--- src/rtl/adder_pair_4b.sv ---
// Registered 4-bit adder computing a+b+cin with independent ripple-carry and CLA structures.
// Latency 2 edges, one operation per cycle, no backpressure; mismatch flags disagreement.
module adder_pair_4b #(
   parameter int WIDTH = 4
) (
   input  logic             clk,
   input  logic             rst_n,
   input  logic             in_valid,
   input  logic [WIDTH-1:0] a,
   input  logic [WIDTH-1:0] b,
   input  logic             cin,
   output logic             out_valid,
   output logic [WIDTH:0]   sum_ripple,
   output logic [WIDTH:0]   sum_cla,
   output logic             grp_g,
   output logic             grp_p,
   output logic             mismatch
);

   logic [WIDTH-1:0] a_q;
   logic [WIDTH-1:0] b_q;
   logic             cin_q;
   logic             v1;

   always_ff @(posedge clk or negedge rst_n) begin
      if (!rst_n) begin
         a_q   <= '0;
         b_q   <= '0;
         cin_q <= 1'b0;
         v1    <= 1'b0;
      end else begin
         v1 <= in_valid;
         if (in_valid) begin
            a_q   <= a;
            b_q   <= b;
            cin_q <= cin;
         end
      end
   end

   // Ripple-carry chain: each carry feeds the next full adder.
   logic [WIDTH:0]   rc;
   logic [WIDTH-1:0] rs;

   always_comb begin
      rc    = '0;
      rs    = '0;
      rc[0] = cin_q;
      for (int i = 0; i < WIDTH; i++) begin
         rs[i]   = a_q[i] ^ b_q[i] ^ rc[i];
         rc[i+1] = (a_q[i] & b_q[i]) | (rc[i] & (a_q[i] ^ b_q[i]));
      end
   end

   // Single lookahead group; carries are flat sum-of-products, never chained.
   logic [WIDTH-1:0] g;
   logic [WIDTH-1:0] p;
   logic [WIDTH:0]   lc;
   logic [WIDTH-1:0] ls;
   logic             gg;
   logic             gp;

   assign g = a_q & b_q;
   assign p = a_q ^ b_q;

   assign lc[0] = cin_q;
   assign lc[1] = g[0] | (p[0] & cin_q);
   assign lc[2] = g[1] | (p[1] & g[0]) | (p[1] & p[0] & cin_q);
   assign lc[3] = g[2] | (p[2] & g[1]) | (p[2] & p[1] & g[0]) | (p[2] & p[1] & p[0] & cin_q);
   assign lc[4] = g[3] | (p[3] & g[2]) | (p[3] & p[2] & g[1]) | (p[3] & p[2] & p[1] & g[0])
                | (p[3] & p[2] & p[1] & p[0] & cin_q);

   assign ls = p ^ lc[WIDTH-1:0];
   assign gg = g[3] | (p[3] & g[2]) | (p[3] & p[2] & g[1]) | (p[3] & p[2] & p[1] & g[0]);
   assign gp = &p;

   logic [WIDTH:0] r_sum;
   logic [WIDTH:0] l_sum;

   assign r_sum = {rc[WIDTH], rs};
   assign l_sum = {lc[WIDTH], ls};

   always_ff @(posedge clk or negedge rst_n) begin
      if (!rst_n) begin
         out_valid  <= 1'b0;
         sum_ripple <= '0;
         sum_cla    <= '0;
         grp_g      <= 1'b0;
         grp_p      <= 1'b0;
         mismatch   <= 1'b0;
      end else begin
         out_valid <= v1;
         if (v1) begin
            sum_ripple <= r_sum;
            sum_cla    <= l_sum;
            grp_g      <= gg;
            grp_p      <= gp;
            mismatch   <= (r_sum != l_sum);
         end
      end
   end

endmodule

--- config.mk ---
export PLATFORM = sky130hd
export DESIGN_NAME = adder_pair_4b
export DESIGN_NICKNAME = d
export VERILOG_FILES = /design/src/rtl/adder_pair_4b.sv
export SDC_FILE = /design/constraint.sdc
export NUM_CORES = 1
export LEC_CHECK = 0
export ABC_AREA = 1
export CAP_MARGIN = 0
export CORE_ASPECT_RATIO = 1.4
export CORE_UTILIZATION = 36
export DETAILED_ROUTE_END_ITERATION = 16
export HOLD_SLACK_MARGIN = 0.03
export PLACE_DENSITY = 0.59
export SLEW_MARGIN = 20
export SYNTH_ARGS = -nofsm -noshare
export SYNTH_HDL_FRONTEND = slang
export SYNTH_SLANG_ARGS = --single-unit
--- constraint.sdc ---
create_clock -name clk -period 6.4 [get_ports clk]
set_input_delay 1.28 -clock clk [delete_from_list [all_inputs] [get_ports clk]]
set_output_delay 1.28 -clock clk [all_outputs]
set_load 0.005 [all_outputs]
## After elaboration in Yosys (flattened, before gate mapping)

Index checks and enable logic that the tools add are counted.

- Register bits after elaboration: 24
- Word-level logic and storage cells: 61
- Output and inout bits: 14
- Input port bits: 12

- Bitwise logic cells: 49
- Equality and inequality tests: 1
- Reductions and logical operators: 1

Operators by type and width:

| cell | number |
|---|---|
| $and 1x1->1 | 24 |
| $or 1x1->1 | 14 |
| $xor 1x1->1 | 8 |
| $xor 4x4->4 | 2 |
| $ne 5x5->1 | 1 |
| $and 4x4->4 | 1 |
| $reduce_and 4->1 | 1 |

## Logic depth before layout (Yosys ltp)

Gate-level depths: netlist (run 1).

- Depth after elaboration: 10
- Gate-level depth with buffers: 14
- Gate-level depth less buffers: 14

## Least setup slack after synthesis (run 1)

Ideal clock, no wire load.

- Path kind: reg-to-reg
- Start point: reg a_q[0]
- End point: reg mismatch
- Clock period less this slack: 2.293 ns
- Cell stages (with the launch flop): 14
- Path buffers: 0
- Arrival time: 2.177 ns
- Path slack: 4.107 ns
- Setup time: 0.116 ns
- Required time: 6.284 ns
- Cell sequence: dfrtp_1 -> inv_1 -> fa_1 -> inv_1 -> fa_1 -> inv_1 -> fa_1 -> fa_1 -> inv_1 -> nand3_1 -> nand2_1 -> nand2_1 -> nand2_1 -> nand2_1

- Cells in the longest elaborated chain, start to end: 10
- Elaborated cells between the ends (all ways): 35
- Those cells by class: eq/ne (1); bitwise (34)

RTL lines:

| element | line | text |
|---|---|---|
| start, declared | 20 | `logic [WIDTH-1:0] a_q;` |
| start signal, assigned | 27 | `a_q <= '0;` |
| start signal, assigned | 34 | `a_q <= a;` |
| $xor 1x1->1 | 50, 51 |  |
| $and 1x1->1 | 51 | `rc[i+1] = (a_q[i] & b_q[i]) \| (rc[i] & (a_q[i] ^ b_q[i]));` |
| $or 1x1->1 | 51 |  |
| $and 1x1->1 | 51 |  |
| $or 1x1->1 | 51 |  |
| $and 1x1->1 | 51 |  |
| $or 1x1->1 | 51 |  |
| $and 1x1->1 | 51 |  |
| $or 1x1->1 | 51 |  |
| $ne 5x5->1 (*) | 98 | `mismatch <= (r_sum != l_sum);` |
| end signal, assigned | 98 |  |
| end, declared | 17 | `output logic mismatch` |

Mark *: on every way between the ends. The rest lies on a longest branch, timed or not.
A chain may end at the register's enable or synchronous reset.

## Worst setup path after layout (run 1)

Ends and elaborated chain as after synthesis.

==> results of run 1 <==
## cell type report
class / instances / area [µm²] / area share, %
sequential: 22 / 551 / 37.5
clock inverter: 1 / 30.0 / 2.04
tap: 37 / 46.3 / 3.15
inverter: 19 / 71.3 / 4.86
timing repair buffer: 25 / 250 / 17.0
multi-input combinational: 85 / 479 / 32.6
clock buffer: 3 / 41.3 / 2.81
## tightest hold or removal path, cell delays in order (launching register included)
cell and delay, ns:
dfrtp_1 0.35, nand2_1 0.05, nand2_1 0.05
## state kept, by name, indices dropped and copies added, names as in the netlist
name / count
grp_p: 1
a_q: 4
sum_cla: 3
out_valid: 1
grp_g: 1
mismatch: 1
sum_ripple: 5
b_q: 4
cin_q: 1
v1: 1
## cells by family after synthesis
group,after synthesis,share of synthesized area [%]
and+or+nand+nor,60,21.8
buffers and inverters,24,9.26
DFF,22,48.5
AOI/OAI and AO/OA,15,6.95
adders and majority gates,8,11.5
muxes,2,1.98
## power by group
group / internal [mW] / switching (mW)
Clock: 0.0836 / 0.0459
Sequential: 0.160 / 0.0134
Combinational: 0.0675 / 0.0583
## per-layer routing
metal  vias up  GRT usage (%)  wire length (µm)
met5         -              0                 0
met4         0           10.4                57
met3         6           2.00                56
met2        18           24.8              1050
met1       412           14.4               820
li1        459              -                 -
## worst max-delay path by stage
stage	start	to	slack, ns	depth (start not counted)
after floorplan	a_q[0]	mismatch	4.11	13
after global placement	in_valid	a_q[1]	3.87	2
after detailed placement	in_valid	a_q[1]	3.84	2
after CTS	a_q[0]	mismatch	3.91	13
after global routing	a_q[0]	mismatch	3.74	13
final	a_q[0]	mismatch	3.92	13
## placed cells by master (no fill, tap or decap), drive strengths merged
cell / synthesis / layout
dfrtp: 22 / 22
ha: 4 / 4
nor2: 5 / 5
inv: 19 / 19
clkbuf: 2 / 3
o21ai: 11 / 11
mux2: 2 / 2
a31oi: 3 / 3
nand4: 2 / 2
clkdlybuf4s50: 0 / 25
bufinv: 0 / 1
nand2: 41 / 41
nand3: 12 / 12
fa: 4 / 4
a21oi: 1 / 1
## cell usage after synthesis
| cell type | n |
|---|---|
| buf_6 | 1 |
| a21oi_1 | 1 |
| nand2_1 | 41 |
| nand4_1 | 2 |
| nor2_2 | 1 |
| fa_1 | 4 |
| ha_1 | 4 |
| clkbuf_1 | 2 |
| buf_4 | 2 |
| a31oi_1 | 3 |
| mux2_2 | 2 |
| o21ai_0 | 11 |
| nor2_1 | 4 |
| inv_1 | 19 |
| dfrtp_1 | 22 |
| nand3_1 | 12 |
## metrics by stage
stage,cell area (µm²),power (mW)
floorplan,1130,0.247
global placement,1400,0.301
detailed placement,1400,0.304
CTS,1470,0.434
global route,1470,0.458
finish,1470,0.428
==> run metrics, run 1 <==
largest area contributor in the synthesized netlist=dfrtp_1; fin crit share=38.8%; I/O Buffers=25; Mapped Cells=131; Worst Hold Depth=2; Worst Path Max Fanout=3; worst path required time=6.55 ns; Die W=49.5 µm; crit path time final=2.48 ns; status=completed; Synth top area share=48.5%; Final Hold Viols=0; initial core utilization=38.7%; R2R setup slack=3.92 ns; detailed-router iteration count before antenna repair=5; Max stage delay on crit path=0.49 ns; Hold Path Sink=sum_cla[4]; net total in the final layout=176; worst hold margin=0.480 ns; Fmax=403 MHz; crit-path cells=inv_1 -> fa_1 -> inv_1 -> fa_1 -> inv_1 -> fa_1 -> fa_1 -> inv_1 -> nand3_1 -> nand2_1 -> nand2_1 -> nand2_1 -> nand2_1; final setup fails=0; arrival time of the worst setup path=2.63 ns; CTS root buffer=clkbuf_8; crit path launch type=flop; clk_lat worst skew=0.27 ns; initial antenna violation count=0; FF-to-FF path depth=13; GRT overflow=0; Pleak=0.724 nW; Cell variety after synth=16; largest net degree at the start of global routing=23; VDD IR max=0.000142 V; HP Class=reg2reg; Vias=895; Slew @ Worst Pin=0.957 ns; TritonCTS Buffers=3; kind of cell adding the most delay to the critical path=adder cells; Synthesized Nets=151; Final Non-Filler Cells=192; placed insts=188; Die Ht=68.4 µm; Total GRT Usage=13.7%; slowest cell on the critical path=fa_1; Die Footprint=0.00338 mm²; crit path kind=reg2reg; Pins Over Slew Limit=0; CTS resizes=0; element type at the critical path end=flop; Filler cells=303; Routed WL per cell=10.3 µm; Post-Route WL=1980 µm; Mean Syn Cell Area=8.66 µm²; Ports=26; unrepaired setup endpoints after global routing=false; HP Start=sum_cla[4]; cts hold-fix bufs=0; synthesis-to-finish area growth=29.4%; Sink Count=22; synthesized area=0.00113 mm²; pre-CTS WS=3.84 ns; CTS H-tree lvls=1; PnR worst setup slack=3.92 ns; synth warn=0; Iter 0 DRT Violations=19; clk_skew=0.00800 ns; FF+latch count, synth=22; Max Buffers Root-to-Sink=2; vias in the first global route=849; setup repair bufs after CTS=0; DPL Wire Length=1600 µm; Synth area leaders=dfrtp_1 (49%), nand2_1 (14%), fa_1 (7.1%), inv_1 (6.3%), nand3_1 (5.3%); GPL Wtd Cong=0.771; core footprint=0.00294 mm²; RR Endpoint=mismatch; setup TNS=0 ns; final core occ=50.0%; CTS clk-pin slew, worst paths=0.08 ns; remaining antenna violation count=0; Max Cap Violations=0; PwrDens=292 mW/mm²; buffer and inverter count on the worst path=4; row count=23; vias per cell=4.66; worst r2r src=a_q[0]; first-pass GRT wire length=3420 µm; Max-slew headroom=36.0%; CTS tree=yes; Diodes inserted=0; # DRC=0; Seq/Total Area, Yosys=48.5%; layout cells sized above 1=4.52%
Note: power is estimated with default switching activity, not from simulation.
==> run 2, diff against run 1 <==
Settings changed: PLACE_DENSITY 0.59 to 0.61.
Clock period 6.4 ns to 2.1 ns, I/O delays scaled along.
==> run metrics, run 2 (synthesized netlist as in run 1, its figures left out) <==
status=finished, violations left; failing checks=setup timing; CTS clk-pin slew, worst paths=0.08 ns (about the same); Die W=49.5 µm (unchanged); remaining antenna violation count=0 (unchanged); vias per cell=4.67 (about the same); Final Hold Viols=0 (unchanged); Vias=947 (+5.8%); Total GRT Usage=15.5% (+1.8 points); GRT overflow=0 (unchanged); VDD IR max=0.000415 V (+190%); total power=1.27 mW (+200%); DPL Wire Length=1760 µm (+9.7%); Fmax=421 MHz (+4.3%); TritonCTS Buffers=3 (unchanged); placed insts=197 (+4.8%); Max stage delay on crit path=0.56 ns (+0.07 ns); max reg flops=5 (unchanged); Regs by FF count=sum_ripple (5), a_q (4), b_q (4); CTS H-tree lvls=1 (unchanged); Placement Cell Area=0.00147 mm² (+5.4%); Pins Over Slew Limit=0 (unchanged); initial core utilization=38.7% (unchanged); Worst Path Max Fanout=3 (unchanged); crit path kind=reg2reg; synthesis-to-finish area growth=36.2%; crit-path cells=inv_2 -> fa_2 -> inv_2 -> fa_2 -> inv_2 -> fa_2 -> fa_2 -> nand3_1 -> nand2_1 -> nand2_1 -> nand2_1 -> nand2_1; pre-CTS WS=-0.311 ns (-4.15 ns); vias in the first global route=936 (+10%); clock power share=23.8% (-6.4 points); GPL Wtd Cong=0.806 (+4.4%); final setup fails=3 (+3); CTS root buffer=clkbuf_8; Top reg by flops=sum_ripple; Net Sw Frac=29.3% (+1.9 points); worst hold margin=0.481 ns (+0.00118 ns); fin crit share=113% (+74 points); Max-slew headroom=78.7% (+43 points); Max Cap Violations=0 (unchanged); net total in the final layout=187 (+6.3%); cts hold-fix bufs=0 (unchanged); core footprint=0.00294 mm² (unchanged); first-pass GRT wire length=3870 µm (+13%); row count=23 (unchanged); buffer and inverter count on the worst path=3 (-1); cell area after layout=0.00155 mm² (+5.2%); I/O Buffers=25 (unchanged); most common cell after layout, fill and taps aside=nand2_1; Die Footprint=0.00338 mm² (unchanged); slowest cell on the critical path=fa_2; Post-Route WL=2250 µm (+14%); clk_skew=0.00227 ns (-0.00573 ns); clk_lat worst skew=0.26 ns (about the same); # DRC=0 (unchanged); unrepaired setup endpoints after global routing=true; final core occ=52.6% (+2.6 points); setup TNS=-0.476 ns (-0.476 ns); arrival time of the worst setup path=2.54 ns (-0.09 ns); element type at the critical path end=flop; layout cells sized above 1=15.7% (+11 points); most frequent cells in the layout=nand2_1 (41), clkdlybuf4s50_1 (25), dfrtp_1 (22); Flop pwr share=41.3% (+0.9 points); worst path required time=2.26 ns (-4.29 ns); Psw=0.373 mW (+220%); crit path time final=2.38 ns (-0.103 ns); crit path launch type=flop; Diodes inserted=0 (unchanged); PnR worst setup slack=-0.277 ns (-4.20 ns); CTS tree=yes; Final Non-Filler Cells=203 (+5.7%); Routed WL per cell=11.1 µm (+7.4%); Die Ht=68.4 µm (unchanged); initial antenna violation count=0 (unchanged); Pleak=0.763 nW (+5.5%); detailed-router iteration count before antenna repair=4 (-1); Ports=26 (unchanged); Iter 0 DRT Violations=10 (-9); largest net degree at the start of global routing=23 (unchanged); internal power=0.899 mW (+190%); HP Class=reg2reg; Comb pwr share=34.9% (+5.5 points); Max Buffers Root-to-Sink=2 (unchanged); PwrDens=824 mW/mm² (+180%); kind of cell adding the most delay to the critical path=adder cells; Slew @ Worst Pin=0.319 ns (-0.639 ns); Sink Count=22 (unchanged)
==> run 2: changes by cell type in the layout (fill, tap and decap cells not counted) <==
cell	change
buf_4	+11
inv_1	-4
bufinv_16	-1
fa_1	-4
o21ai_0	-1
fa_2	+4
inv_2	+4
clkbuf_8	+1
o21ai_1	+1
==> run 2: layer usage <==
layer	vias up	GRT usage (%)	wire (µm)
li1	483	-	-
met5	-	0	0
met1	437	15.7	923
met2	22	30.3	1210
met3	5	2.67	67
met4	0	7.86	45
==> run 2: worst min-delay path, delay by kind of cell (launching register included) <==
kind	cells	cell delay [ns]
and+or+nand+nor	2	0.10
DFF	1	0.35
==> run 2: repair_timing <==
action,CTS,global route
endpoints found under the hold margin,0,0
pin swaps,3,0
endpoints found under the setup margin,3,3
resized for setup,3,1
setup buffers,2,0
==> run 2: final cells by class <==
type | instances | area [µm²]
Timing Repair Buffer | 36 | 333
Inverter | 19 | 71.3
Clock buffer | 4 | 55.1
Fill cell | 284 | 1390
Multi-Input combinational cell | 85 | 489
Tap cell | 37 | 46.3
Sequential cell | 22 | 551
==> run 2: power groups by stage <==
stage               sequential (mW)  clock (mW)  combinational [mW]
finish                        0.525       0.303               0.445
detailed placement            0.534           0               0.431
global route                  0.534       0.334               0.501
floorplan                     0.536           0               0.221
CTS                           0.526       0.312               0.445
global placement              0.531           0               0.422
==> run 2: worst paths after layout <==
kind	startpoint	end	slack, ns	cells after the start
hold / removal	grp_p	grp_p	0.48	2
hold reg to reg	grp_p	grp_p	0.48	2
setup reg to reg	cin_q	mismatch	-0.28	12
max in group asynchronous	rst_n	grp_g	1.39	2
min in group asynchronous	rst_n	v1	0.50	2
setup / recovery	cin_q	mismatch	-0.28	12
